### config.mk
export PLATFORM = sky130hd
export DESIGN_NAME = alu_issue_ctrl
export DESIGN_NICKNAME = d
export VERILOG_FILES = /design/src/rtl/alu_issue_ctrl.sv
export SDC_FILE = /design/constraint.sdc
export NUM_CORES = 1
export LEC_CHECK = 0
export CAP_MARGIN = 15
export CORE_UTILIZATION = 31
export DETAILED_ROUTE_END_ITERATION = 7
export PLACE_DENSITY = 0.64
export SETUP_SLACK_MARGIN = 0.05
export SYNTH_ARGS = -nofsm -noshare
export SYNTH_HDL_FRONTEND = slang
export SYNTH_SLANG_ARGS = --single-unit
### constraint.sdc
create_clock -name core_clk -period 1.05 [get_ports core_clk]
set_input_delay 0.1575 -clock core_clk [delete_from_list [all_inputs] [get_ports core_clk]]
set_output_delay 0.1575 -clock core_clk [all_outputs]
set_load 0.05 [all_outputs]
### src/rtl/alu_issue_ctrl.sv
// alu_issue_ctrl
//   Issues one request at a time to a variable-latency ALU and buffers its
//   result for a writeback consumer.
//   IDLE accepts a request. EXEC holds the operator and operands stable until
//   the ALU reports ready and the writeback slot is free.
//
// Ports
//   core_clk, rst_n          clock (rising edge), async active-low reset
//   req_valid_i/req_ready_o  request handshake
//   req_operator_i           7-bit ALU opcode
//   req_operand_a_i/_b_i     32-bit operands
//   alu_enable_o             high while EXEC
//   alu_operator_o           registered opcode to ALU
//   alu_operand_a_o/_b_o     registered operands to ALU
//   alu_ex_ready_o           ALU may retire (EXEC and writeback slot free)
//   alu_result_i             ALU result
//   alu_ready_i              ALU result available
//   wb_valid_o/wb_ready_i    writeback handshake
//   wb_result_o              writeback result
//   last_latency_o           EXEC cycles of last completed op, saturating at 63
module alu_issue_ctrl (
  input  logic        core_clk,
  input  logic        rst_n,
  input  logic        req_valid_i,
  output logic        req_ready_o,
  input  logic [6:0]  req_operator_i,
  input  logic [31:0] req_operand_a_i,
  input  logic [31:0] req_operand_b_i,
  output logic        alu_enable_o,
  output logic [6:0]  alu_operator_o,
  output logic [31:0] alu_operand_a_o,
  output logic [31:0] alu_operand_b_o,
  output logic        alu_ex_ready_o,
  input  logic [31:0] alu_result_i,
  input  logic        alu_ready_i,
  output logic        wb_valid_o,
  output logic [31:0] wb_result_o,
  input  logic        wb_ready_i,
  output logic [5:0]  last_latency_o
);

  typedef enum logic {
    IDLE = 1'b0,
    EXEC = 1'b1
  } state_e;

  state_e     state_q;
  state_e     state_d;
  logic [5:0] cnt_q;
  logic       accept;
  logic       complete;

  assign req_ready_o    = (state_q == IDLE);
  assign alu_enable_o   = (state_q == EXEC);
  assign alu_ex_ready_o = alu_enable_o && (!wb_valid_o || wb_ready_i);
  assign accept         = req_valid_i && req_ready_o;
  assign complete       = alu_enable_o && alu_ready_i && alu_ex_ready_o;

  always_ff @(posedge core_clk or negedge rst_n) begin
    if (!rst_n) begin
      state_q <= IDLE;
    end else begin
      state_q <= state_d;
    end
  end

  always_comb begin
    state_d = state_q;
    unique case (state_q)
      IDLE: if (accept)   state_d = EXEC;
      EXEC: if (complete) state_d = IDLE;
      default: state_d = IDLE;
    endcase
  end

  // Operand registers load only on accept, so they stay frozen for all of EXEC.
  always_ff @(posedge core_clk or negedge rst_n) begin
    if (!rst_n) begin
      alu_operator_o  <= '0;
      alu_operand_a_o <= '0;
      alu_operand_b_o <= '0;
      cnt_q           <= '0;
    end else if (accept) begin
      alu_operator_o  <= req_operator_i;
      alu_operand_a_o <= req_operand_a_i;
      alu_operand_b_o <= req_operand_b_i;
      cnt_q           <= 6'd1;
    end else if (alu_enable_o && !complete && (cnt_q != '1)) begin
      cnt_q <= cnt_q + 6'd1;
    end
  end

  // A completion while the consumer drains the old result refills the slot
  // on the same edge, so wb_valid_o stays high.
  always_ff @(posedge core_clk or negedge rst_n) begin
    if (!rst_n) begin
      wb_valid_o     <= 1'b0;
      wb_result_o    <= '0;
      last_latency_o <= '0;
    end else if (complete) begin
      wb_valid_o     <= 1'b1;
      wb_result_o    <= alu_result_i;
      last_latency_o <= cnt_q;
    end else if (wb_valid_o && wb_ready_i) begin
      wb_valid_o <= 1'b0;
    end
  end

endmodule

Word-level counts from Yosys, hierarchy flattened
Index checks and enable logic that the tools add are counted.
- register bits: 117
- bits in latches: 0
- bits in writable memories: 0
- memory bits (read-only): 0
- bits of input ports: 108
- output and inout port bits: 113
- logic and storage cells: 30
- memories: 0
- $add $sub $neg: 1
- $mul: 0
- div/mod/pow operators: 0
- $lt $le $gt $ge: 0
- eq/ne operators: 1
- shift-type cells: 0
- muxes and demuxes: 7
- bitwise gates (word level): 1
- reductions and logical operators: 12
- operator list (operator ; number):
    2-to-1 mux 6 bit ; 2
    logical AND 1 bit ; 7
    adder 6 x 1 -> 6 bit (second input constant) ; 1
    inequality test 6 bit (second input constant) ; 1
    2-to-1 mux 1 bit ; 4
    nonzero test 2 bit ; 2
    logical NOT 1 bit ; 2
    case mux 1 bit (2 select lines) ; 1
    logical OR 1 bit ; 1
    inverter 1 bit ; 1

Longest topological paths before layout
Gate-level depths: netlist of run 1.
- depth in word-level cells: 9
- mapped depth: 7
- depth with buffers taken out: 5

Worst setup path after synthesis of run 1
Ideal clock, no wire load.
- path kind: flip-flop to flip-flop
- start point: register state_q, in the netlist alu_enable_o
- end point: register alu_operand_a_o[0]
- library setup time: 0.118 ns
- arrival time: 1.467 ns
- required time: 0.932 ns
- slack: -0.534 ns
- stages on the path, launching flop included: 7
- buffers on the path: 2
- period minus slack after synthesis: 1.584 ns
- path through: dfrtp_1 buf_6 inv_2 nand2_2 buf_2 nand2_1 nand2_1
- cells in the longest elaborated chain, start to end: 2
- RTL lines (what ; line ; source):
    start: declaration ; 47 ; state_e state_q;
    start signal: assignment ; 63 ; state_q <= state_d;
    inverter 1 bit ; -- ;
    via req_ready_o ; 25 ; output logic req_ready_o,
    logical AND 1 bit ; 56 ; assign accept = req_valid_i && req_ready_o;
    end signal: assignment ; 85 ; alu_operand_a_o <= req_operand_a_i;
    end: declaration ; 31 ; output logic [31:0] alu_operand_a_o,
The timed path passes the listed nets, and every way through them passes these cells.
A chain may end at the register's enable or synchronous reset.

Worst setup path after layout of run 1
- start point: register state_q, in the netlist alu_enable_o
- end point: output port alu_ex_ready_o
- cells in the longest elaborated chain, start to end: 1
- RTL lines (what ; line ; source):
    logical AND 1 bit ; 55 ; assign alu_ex_ready_o = alu_enable_o && (!wb_valid_o || wb_ready_i);
    end: declaration ; 33 ; output logic alu_ex_ready_o,
Every way passes these cells.

==> flow_metrics.py, run 1 <==
metrics = {
    "floorplanning": {
        "io_pins": 221,
        "coreArea_sq_mm": 0.0141,
        "initial_core_util_pct": 32.3,
        "rows": 43,
        "fp.dieH_microns": 123,
        "die_area_sq_mm": 0.0152,
        "chipWidth_microns": 123,
    },
    "critical_path": {
        "crit_path_max_fanout": 8,
        "ff2ff_path_depth": 8,
        "startpoint_type": "register",
        "crit_path_end_kind": "primary output",
        "startpoint": "alu_enable_o",
        "cp.required_ns": 0.89,
        "rrSetupSlack_ns": -0.31,
        "worstReg2RegStart": "alu_enable_o",
        "critPathKind": "reg2out",
        "r2r_end": "cnt_q[3]",
        "worstPathArrival_ns": 1.28,
    },
    "clock_tree": {
        "cts.path.max_buffers": 2,
        "clock_latency_ns": 0.41,
        "path_clk_slew_ns": 0.05,
        "numCtsBuffers": 17,
        "cts_tree": "yes",
        "clock-sinks": 117,
        "root_buffer": "clkbuf_16",
        "htreeDepth": 4,
    },
    "detailed_routing": {
        "dr.pass1.iters": 4,
        "drc": 0,
        "via_count": 4837,
        "routed_via_density": 4.62,
        "drt_iter0_markers": 97,
        "routedWlPerCell_microns": 17.2,
        "final_antenna_net_count": 0,
        "totalWireLength_microns": 18000,
    },
    "synthesis": {
        "ys_seq_area_share_pct": 64.3,
        "synth_cell_types": 28,
        "synth_cells": 506,
        "yosys_register_bits": 117,
        "async_flop_share_pct": 100,
        "synthesis.area_sq_mm": 0.00455,
        "syn_nets": 615,
        "yosys.area.top_type_share_pct": 64.3,
        "synth.avg_cell_area_sq_um": 9.00,
        "yosys_warnings": 0,
        "synth_edf_count": 0,
        "synth.area.top_cells": "dfrtp_1 64%, nand2_1 27%, buf_2 2.2%, buf_6 0.99%, a31oi_1 0.55%",
        "synth.most_common_cell": "nand2_1",
        "ys_top_cells_by_count": "332 x nand2_1, 117 x dfrtp_1, 20 x buf_2",
        "ys.flop_type": "dfrtp_1",
        "yosysTopAreaCell": "dfrtp_1",
    },
    "sta": {
        "slew_viol_final": 0,
        "hold_viol_final": 0,
        "setup_slack_ns": -0.386,
        "tightest_slew_ns": 0.287,
        "rsz0062_at_grt": "true",
        "max_clock_freq_ghz": 0.696,
        "setup_viol": 230,
        "finalCritPeriodShare_pct": 137,
        "final.min_clock_period_ns": 1.44,
        "slew_headroom_pct": 80.9,
        "fin_skew_ns": 0.0113,
    },
    "final_layout": {
        "layout-drive-gt1-share_pct": 50.1,
        "utilization_pct": 76.3,
        "fin_nets": 964,
        "n_antenna_cell": 0,
        "fillerInstances": 857,
        "syn_to_final_growth_pct": 136,
    },
    "global_route": {
        "grt_remaining_overflow": 0,
        "grt_pass1_vias": 4978,
        "antenna_found_initial": 0,
        "grt.total_usage_pct": 22.4,
        "grt_max_degree": 55,
        "grt_pass1_wl_microns": 25300,
    },
    "place": {
        "place.gp.congestion": 0.747,
        "dp_slack_ns": -0.442,
        "portBuffers": 220,
        "dpl.hpwl_microns": 9930,
    },
    "power_and_ir_drop": {
        "powerDensity_mw_per_mm2": 2850,
        "p_leak_nw": 5.24,
        "peakVddDrop_mv": 1.81,
    },
    "hold_path": {
        "min_path_type": "in2async",
    },
    "job": {
        "maxCapViolCount": 0,
    },
    "run_status": {
        "status": "finished with violations",
        "violations": "negative setup slack",
    },
}
## layout make-up
cell class / instances / area, sq um / share of cell area [%]
Timing Repair Buffer: 355 / 4920 / 45.8
Sequential cell: 117 / 2960 / 27.5
Multi-Input combinational cell: 363 / 2080 / 19.3
Clock buffer: 26 / 509 / 4.74
Tap cell: 180 / 225 / 2.09
Clock inverter: 4 / 45.0 / 0.419
Inverter: 1 / 16.3 / 0.151
## timing repair
action                                  in CTS  in global routing
hold buffers                                 1                  0
cloned                                      16                  6
endpoints found under the setup margin     230                230
resized for setup                           70                178
endpoints found under the hold margin      117                  0
buffers inserted                            54                 40
pin swaps                                   28                 92
## worst max path at each step
stage / depth (start not counted) / end / slack, ns
3_3_place_gp: 5 / alu_operand_a_o[0] / -0.40
5_1_grt: 4 / alu_ex_ready_o / -0.43
4_1_cts: 4 / alu_ex_ready_o / -0.40
3_5_place_dp: 6 / wb_result_o[14] / -0.44
2_1_floorplan: 7 / wb_result_o[21] / -0.28
6_report: 3 / alu_ex_ready_o / -0.39
## critical path, stage by stage, from the launching register on
cell and delay [ns]:
dfrtp_2 0.43, buf_6 0.16, and2_4 0.15, buf_12 0.14
## cell families after synthesis
| group | after synthesis | synth area share, % |
|---|---|---|
| fa+ha+maj | 1 | 0.275 |
| flops | 117 | 64.3 |
| simple gates | 346 | 29.6 |
| compound gates | 16 | 2.47 |
| buf+inv | 26 | 3.35 |
## cell usage in the layout (no fill, tap or decap), types with 21 or more instances in the layout
master,instances
buf_6,22
nand2_2,77
nand2_4,44
dfrtp_1,93
nand2_1,211
buf_4,82
buf_12,127
clkbuf_16,21
clkdlybuf4s50_1,106
dfrtp_2,24
## routing by layer
metal,up-vias,part of all wire [%],wire [microns],global-route usage (%)
li1,2264,-,-,-
met3,32,7.6,1370,8.12
met4,0,2.3,410,8.81
met1,2344,36,6550,24.0
met2,197,54,9660,39.9
met5,-,0,0,0
## report_power, final
part / internal [W] / leakage (nW) / total (W) / switching [W]
Combinational: 0.00882 / 3.54 / 0.0174 / 0.00861
Clock: 0.00353 / 0.276 / 0.00540 / 0.00187
Sequential: 0.00604 / 1.43 / 0.00776 / 0.00172
Total: 0.0184 / 5.24 / 0.0306 / 0.0122
## sequential cells by signal, summed over array words and instances (netlist names)
signal,count
alu_enable_o,1
cnt_q,6
alu_operand_b_o,32
wb_result_o,32
alu_operator_o,7
wb_valid_o,1
alu_operand_a_o,32
last_latency_o,6
## metrics by stage
stage / area, sq um / hold WS (ns) / total power [W] / std cells / setup TNS, ns
5_1_grt: 10800 / 0.178 / 0.0318 / 1046 / -46.95
3_3_place_gp: 8340 / 0.0417 / 0.0215 / 911 / -40.93
4_1_cts: 10000 / 0.153 / 0.0289 / 1011 / -41.18
3_5_place_dp: 8340 / 0.0474 / 0.0218 / 911 / -43.12
6_report: 10800 / 0.173 / 0.0306 / 1046 / -38.18
2_1_floorplan: 4650 / -0.138 / 0.0136 / 506 / -25.16
No activity file was read; power rests on OpenSTA's default activity.
==> run 2: changes to the inputs <==
Settings changed: CAP_MARGIN 15 to unset, GPL_TIMING_DRIVEN set to 0.
==> run 2 against run 1 <==
Sequential cell count did not move. First-iteration DRC count up 120%. Register-to-register slack got worse by 0.05 ns. Combinational power down 22%. The flow still finishes with violations (negative setup slack). Sequential power down 7.3%. Routed wire length down 14%. Worst hold slack gained 0.044 ns. Largest cell class unchanged. Clock power is 4% higher. Clock skew fell by 0.0053 ns.
==> flow_metrics.py, run 2 (synthesis gave the netlist of run 1 again) <==
metrics = {
    "global_route": {
        "grt_max_degree": 70,
        "antenna_found_initial": 0,
        "grt_remaining_overflow": 0,
        "grt_pass1_wl_microns": 22600,
        "grt_pass1_vias": 4685,
        "grt.total_usage_pct": 19.9,
    },
    "critical_path": {
        "ff2ff_path_depth": 7,
        "crit_path_end_kind": "primary output",
        "cp.required_ns": 0.89,
        "worstPathArrival_ns": 1.29,
        "rrSetupSlack_ns": -0.36,
        "startpoint_type": "register",
        "crit_path_max_fanout": 5,
        "worstReg2RegStart": "alu_enable_o",
        "critPathKind": "reg2out",
        "r2r_end": "cnt_q[0]",
    },
    "job": {
        "maxCapViolCount": 0,
    },
    "detailed_routing": {
        "final_antenna_net_count": 0,
        "totalWireLength_microns": 15500,
        "drt_iter0_markers": 217,
        "via_count": 4613,
        "routedWlPerCell_microns": 15.0,
        "routed_via_density": 4.46,
        "drc": 0,
        "dr.pass1.iters": 4,
    },
    "sta": {
        "slew_headroom_pct": 51.3,
        "tns_ns": -41.08,
        "tightest_slew_ns": 0.731,
        "final.min_clock_period_ns": 1.45,
        "finalCritPeriodShare_pct": 138,
        "setup_slack_ns": -0.397,
        "hold_viol_final": 0,
        "fin_hold_ws_ns": 0.217,
        "max_clock_freq_ghz": 0.691,
        "setup_viol": 230,
        "rsz0062_at_grt": "true",
        "slew_viol_final": 0,
        "fin_skew_ns": 0.00598,
    },
    "place": {
        "place.gp.congestion": 0.732,
        "dp_slack_ns": -0.906,
        "portBuffers": 220,
        "dpl.hpwl_microns": 9520,
    },
    "clock_tree": {
        "clock-sinks": 117,
        "htreeDepth": 4,
        "cts_tree": "yes",
        "numCtsBuffers": 17,
        "clock_latency_ns": 0.41,
        "root_buffer": "clkbuf_16",
        "path_clk_slew_ns": 0.05,
        "cts.path.max_buffers": 2,
    },
    "power_and_ir_drop": {
        "switchingPower_w": 0.0110,
        "powerDensity_mw_per_mm2": 2860,
        "power_frac_seq_pct": 27.3,
        "switching_share_pct": 41.9,
        "combPwrFrac_pct": 51.3,
        "p_leak_nw": 4.67,
        "peakVddDrop_mv": 1.52,
        "power.share.clock_pct": 21.3,
        "p_int_w": 0.0153,
    },
    "final_layout": {
        "reg_top3": "alu_operand_a_o (32), alu_operand_b_o (32), wb_result_o (32)",
        "fillerInstances": 1107,
        "n_antenna_cell": 0,
        "layout-drive-gt1-share_pct": 38.7,
        "fin_nets": 953,
        "syn_to_final_growth_pct": 102,
        "utilization_pct": 65.3,
        "final_common_cell": "nand2_1",
        "layout_common_cells": "285 x nand2_1, 142 x buf_6, 112 x dfrtp_1",
    },
    "floorplanning": {
        "initial_core_util_pct": 32.3,
        "coreArea_sq_mm": 0.0141,
        "rows": 43,
        "die_area_sq_mm": 0.0152,
        "chipWidth_microns": 123,
        "fp.dieH_microns": 123,
        "io_pins": 221,
    },
    "run_status": {
        "status": "finished with violations",
        "violations": "negative setup slack",
    },
    "hold_path": {
        "min_path_type": "in2async",
    },
}
==> run 2: stage by stage <==
step	instances	area (sq um)	power [W]
after detailed placement	907	7110	0.0177
after global placement	906	7080	0.0175
after CTS	984	8520	0.0252
after global routing	1035	9200	0.0275
final	1035	9200	0.0263
after floorplan	506	4650	0.0136
==> run 2: power by group through the flow <==
stage | registers, W | logic (W) | clock network [W]
finish | 0.00719 | 0.0135 | 0.00560
global route | 0.00733 | 0.0142 | 0.00597
detailed placement | 0.00691 | 0.0108 | 0
CTS | 0.00713 | 0.0124 | 0.00573
global placement | 0.00685 | 0.0107 | 0
floorplan | 0.0118 | 0.00184 | 0
==> run 2: layer usage <==
layer / vias up / track usage (%) / routed length, microns
li1: 2245 / - / -
met1: 2171 / 21.8 / 6170
met2: 171 / 35.2 / 7920
met3: 26 / 6.83 / 1140
met4: 0 / 7.83 / 309
met5: - / 0 / 0
==> run 2: layout make-up <==
type                    count  area, sq um  area share [%]
multi-input cells         365         1760            19.1
repair buffers            318         3370            36.7
clock buffers              26          499            5.43
inverters                   1         16.3           0.177
well taps                 180          225            2.45
clock inverters             4         70.1           0.762
flip-flops and latches    117         2930            31.9
plain buffers              24          323            3.51
==> run 2: how the worst max path moves through the flow <==
stage,slack (ns),from,to,depth (start not counted)
after CTS,-0.40,alu_enable_o,alu_ex_ready_o,3
after global routing,-0.43,alu_enable_o,alu_ex_ready_o,3
after floorplan,-0.28,wb_valid_o,wb_result_o[21],7
after global placement,-5.12,rst_n,alu_enable_o,1
final,-0.40,alu_enable_o,alu_ex_ready_o,3
after detailed placement,-0.91,wb_ready_i,alu_ex_ready_o,5
==> run 2: repair_timing <==
item / 4_1_cts / 5_1_grt
endpoints found under the hold margin: 48 / 0
setup endpoints to repair: 229 / 299
hold buffers: 1 / 0
pin swaps: 15 / 24
cloned: 17 / 4
resized for setup: 873 / 75
setup buffers: 30 / 49
==> run 2: worst max-delay path: stages, from the launching register on <==
cell,delay (ns)
dfrtp_2,0.44
buf_12,0.16
and2_4,0.14
buf_8,0.14
==> run 3: changes to the inputs <==
Settings changed: CORE_MARGIN set to 1.5.
==> run 3 against run 2 <==
The flow still finishes with violations (negative setup slack). Global-route usage decreased by 1.0 points. Final cell count fell by 0.39%. Non-clock buffer count down 9. First-iteration DRC count fell by 27%. Sequential cell count is the same. Worst setup slack improved by 0.011 ns. Sequential share of layout area hardly changed. Worst hold slack got worse by 0.0017 ns. Routed wire length down 2.8%. Sequential power is 0.6% higher. Critical endpoint unchanged. Largest power group unchanged.
==> flow_metrics.py, run 3 (synthesis gave the netlist of run 1 again) <==
metrics = {
    "sta": {
        "tightest_slew_ns": 0.708,
        "slew_viol_final": 0,
        "tns_ns": -35.58,
        "setup_viol": 230,
        "rsz0062_at_grt": "true",
        "finalCritPeriodShare_pct": 137,
        "hold_viol_final": 0,
        "setup_slack_ns": -0.385,
        "slew_headroom_pct": 52.8,
        "final.min_clock_period_ns": 1.44,
        "fin_skew_ns": 0.00721,
        "max_clock_freq_ghz": 0.697,
    },
    "global_route": {
        "antenna_found_initial": 0,
        "grt_max_degree": 70,
        "grt_pass1_wl_microns": 21900,
        "grt_pass1_vias": 4586,
        "grt_remaining_overflow": 0,
        "grt.total_usage_pct": 18.9,
    },
    "final_layout": {
        "regArea_sq_mm": 0.00293,
        "fillerInstances": 1144,
        "fin_nets": 944,
        "final_common_cell": "nand2_1",
        "layout-drive-gt1-share_pct": 42.9,
        "fin_cells": 1031,
        "syn_to_final_growth_pct": 102,
        "layout_common_cells": "248 x nand2_1, 131 x buf_6, 113 x dfrtp_1",
        "n_antenna_cell": 0,
        "reg_top3": "alu_operand_a_o (32), alu_operand_b_o (32), wb_result_o (32)",
        "multiInputGateArea_sq_mm": 0.00187,
        "final_area_sq_mm": 0.00920,
    },
    "floorplanning": {
        "chipWidth_microns": 124,
        "die_area_sq_mm": 0.0154,
        "rows": 44,
        "initial_core_util_pct": 31.6,
        "io_pins": 221,
        "coreArea_sq_mm": 0.0144,
        "fp.dieH_microns": 124,
    },
    "run_status": {
        "status": "finished with violations",
        "violations": "negative setup slack",
    },
    "critical_path": {
        "critPathTopFamily": "flip-flops",
        "critical_path_cell_count": 3,
        "startpoint_type": "register",
        "crit_top_cell": "buf_8",
        "cp.required_ns": 0.89,
        "crit_path_end_kind": "primary output",
        "critPathKind": "reg2out",
        "ff2ff_path_depth": 7,
        "critPathSlowestCell": "dfrtp_2",
        "crit_buf_inv": 2,
        "crit_path_max_fanout": 4,
        "path_cells": "buf_8, and2_4, buf_8",
        "slowest_delay_ns": 0.44,
        "worstPathArrival_ns": 1.28,
    },
    "place": {
        "dpl.cell_count": 911,
        "portBuffers": 220,
        "dpl.hpwl_microns": 9170,
        "place.gp.congestion": 0.735,
        "post_dp_cell_area_sq_mm": 0.00711,
        "dp_slack_ns": -0.904,
    },
    "detailed_routing": {
        "routed_via_density": 4.45,
        "final_antenna_net_count": 0,
        "routedWlPerCell_microns": 14.7,
        "dr.pass1.iters": 4,
        "via_count": 4593,
        "totalWireLength_microns": 15100,
        "drc": 0,
        "drt_iter0_markers": 159,
    },
    "hold_path": {
        "min_path_type": "in2async",
    },
    "clock_tree": {
        "numCtsBuffers": 17,
        "clock-sinks": 117,
        "cts_tree": "yes",
        "root_buffer": "clkbuf_16",
        "clock_latency_ns": 0.42,
        "path_clk_slew_ns": 0.05,
        "cts.path.max_buffers": 2,
        "htreeDepth": 4,
    },
    "job": {
        "maxCapViolCount": 0,
    },
    "power_and_ir_drop": {
        "peakVddDrop_mv": 1.66,
        "p_leak_nw": 4.63,
        "powerDensity_mw_per_mm2": 2910,
    },
}
[run 3: cell types whose count changed in the layout (fill, tap and decap cells not counted), sizes merged]
cell / delta
clkinv: +4
bufinv: +1
inv: +1
buf: -6
clkinvlp: +2
clkbuf: -10
[run 3: final cells by class]
class / count / area share (%)
buffer: 24 / 3.40
clock buffer: 19 / 4.82
clock inverter: 12 / 1.69
inverter: 1 / 0.177
multi-input combinational: 365 / 20.3
sequential: 117 / 31.9
tap: 184 / 2.50
timing repair buffer: 309 / 35.2
[run 3: per-stage QoR]
stage	hold WS, ns	util [%]	power (W)
floorplan	-0.138	-	0.0136
global placement	0.451	49.1	0.0175
detailed placement	0.124	49.3	0.0177
CTS	0.245	60.1	0.0258
global route	0.228	63.8	0.0280
finish	0.215	63.8	0.0268
[run 3: worst reg2reg max path: cells and delay by family (launching register included)]
family | cells | cell delay, ns
buf+inv | 3 | 0.48
flops | 1 | 0.42
simple gates | 4 | 0.43
[run 3: timing repair]
item / 4_1_cts / 5_1_grt
gates resized for setup: 917 / 59
setup endpoints to repair: 229 / 299
buffers inserted: 34 / 40
pin swaps: 99 / 43
hold endpoints to repair: 48 / 0
gates cloned: 14 / 1
hold buffers: 1 / 0
[run 3: metal layers]
layer	vias up	track usage, %	share of wire, %
li1	2230	-	-
met3	24	6.96	8.5
met2	174	31.8	50
met1	2165	21.5	39
met4	0	8.24	2.1
met5	-	0	0
[run 3: worst paths after layout]
path	slack, ns	to	start
max	-0.39	alu_ex_ready_o	alu_enable_o
min	0.22	wb_result_o[8]	rst_n
max reg2reg	-0.33	wb_result_o[27]	wb_valid_o
min reg2reg	0.49	wb_result_o[6]	wb_result_o[6]
max in group asynchronous	0.21	alu_operand_b_o[9]	rst_n
min in group core_clk	0.27	wb_result_o[18]	alu_result_i[18]
[run 3: report_power, final]
part           total, W  switching [W]  internal (W)
clock network   0.00586        0.00208       0.00378
registers       0.00723        0.00124       0.00599
logic            0.0137        0.00801       0.00570
total            0.0268         0.0113        0.0155
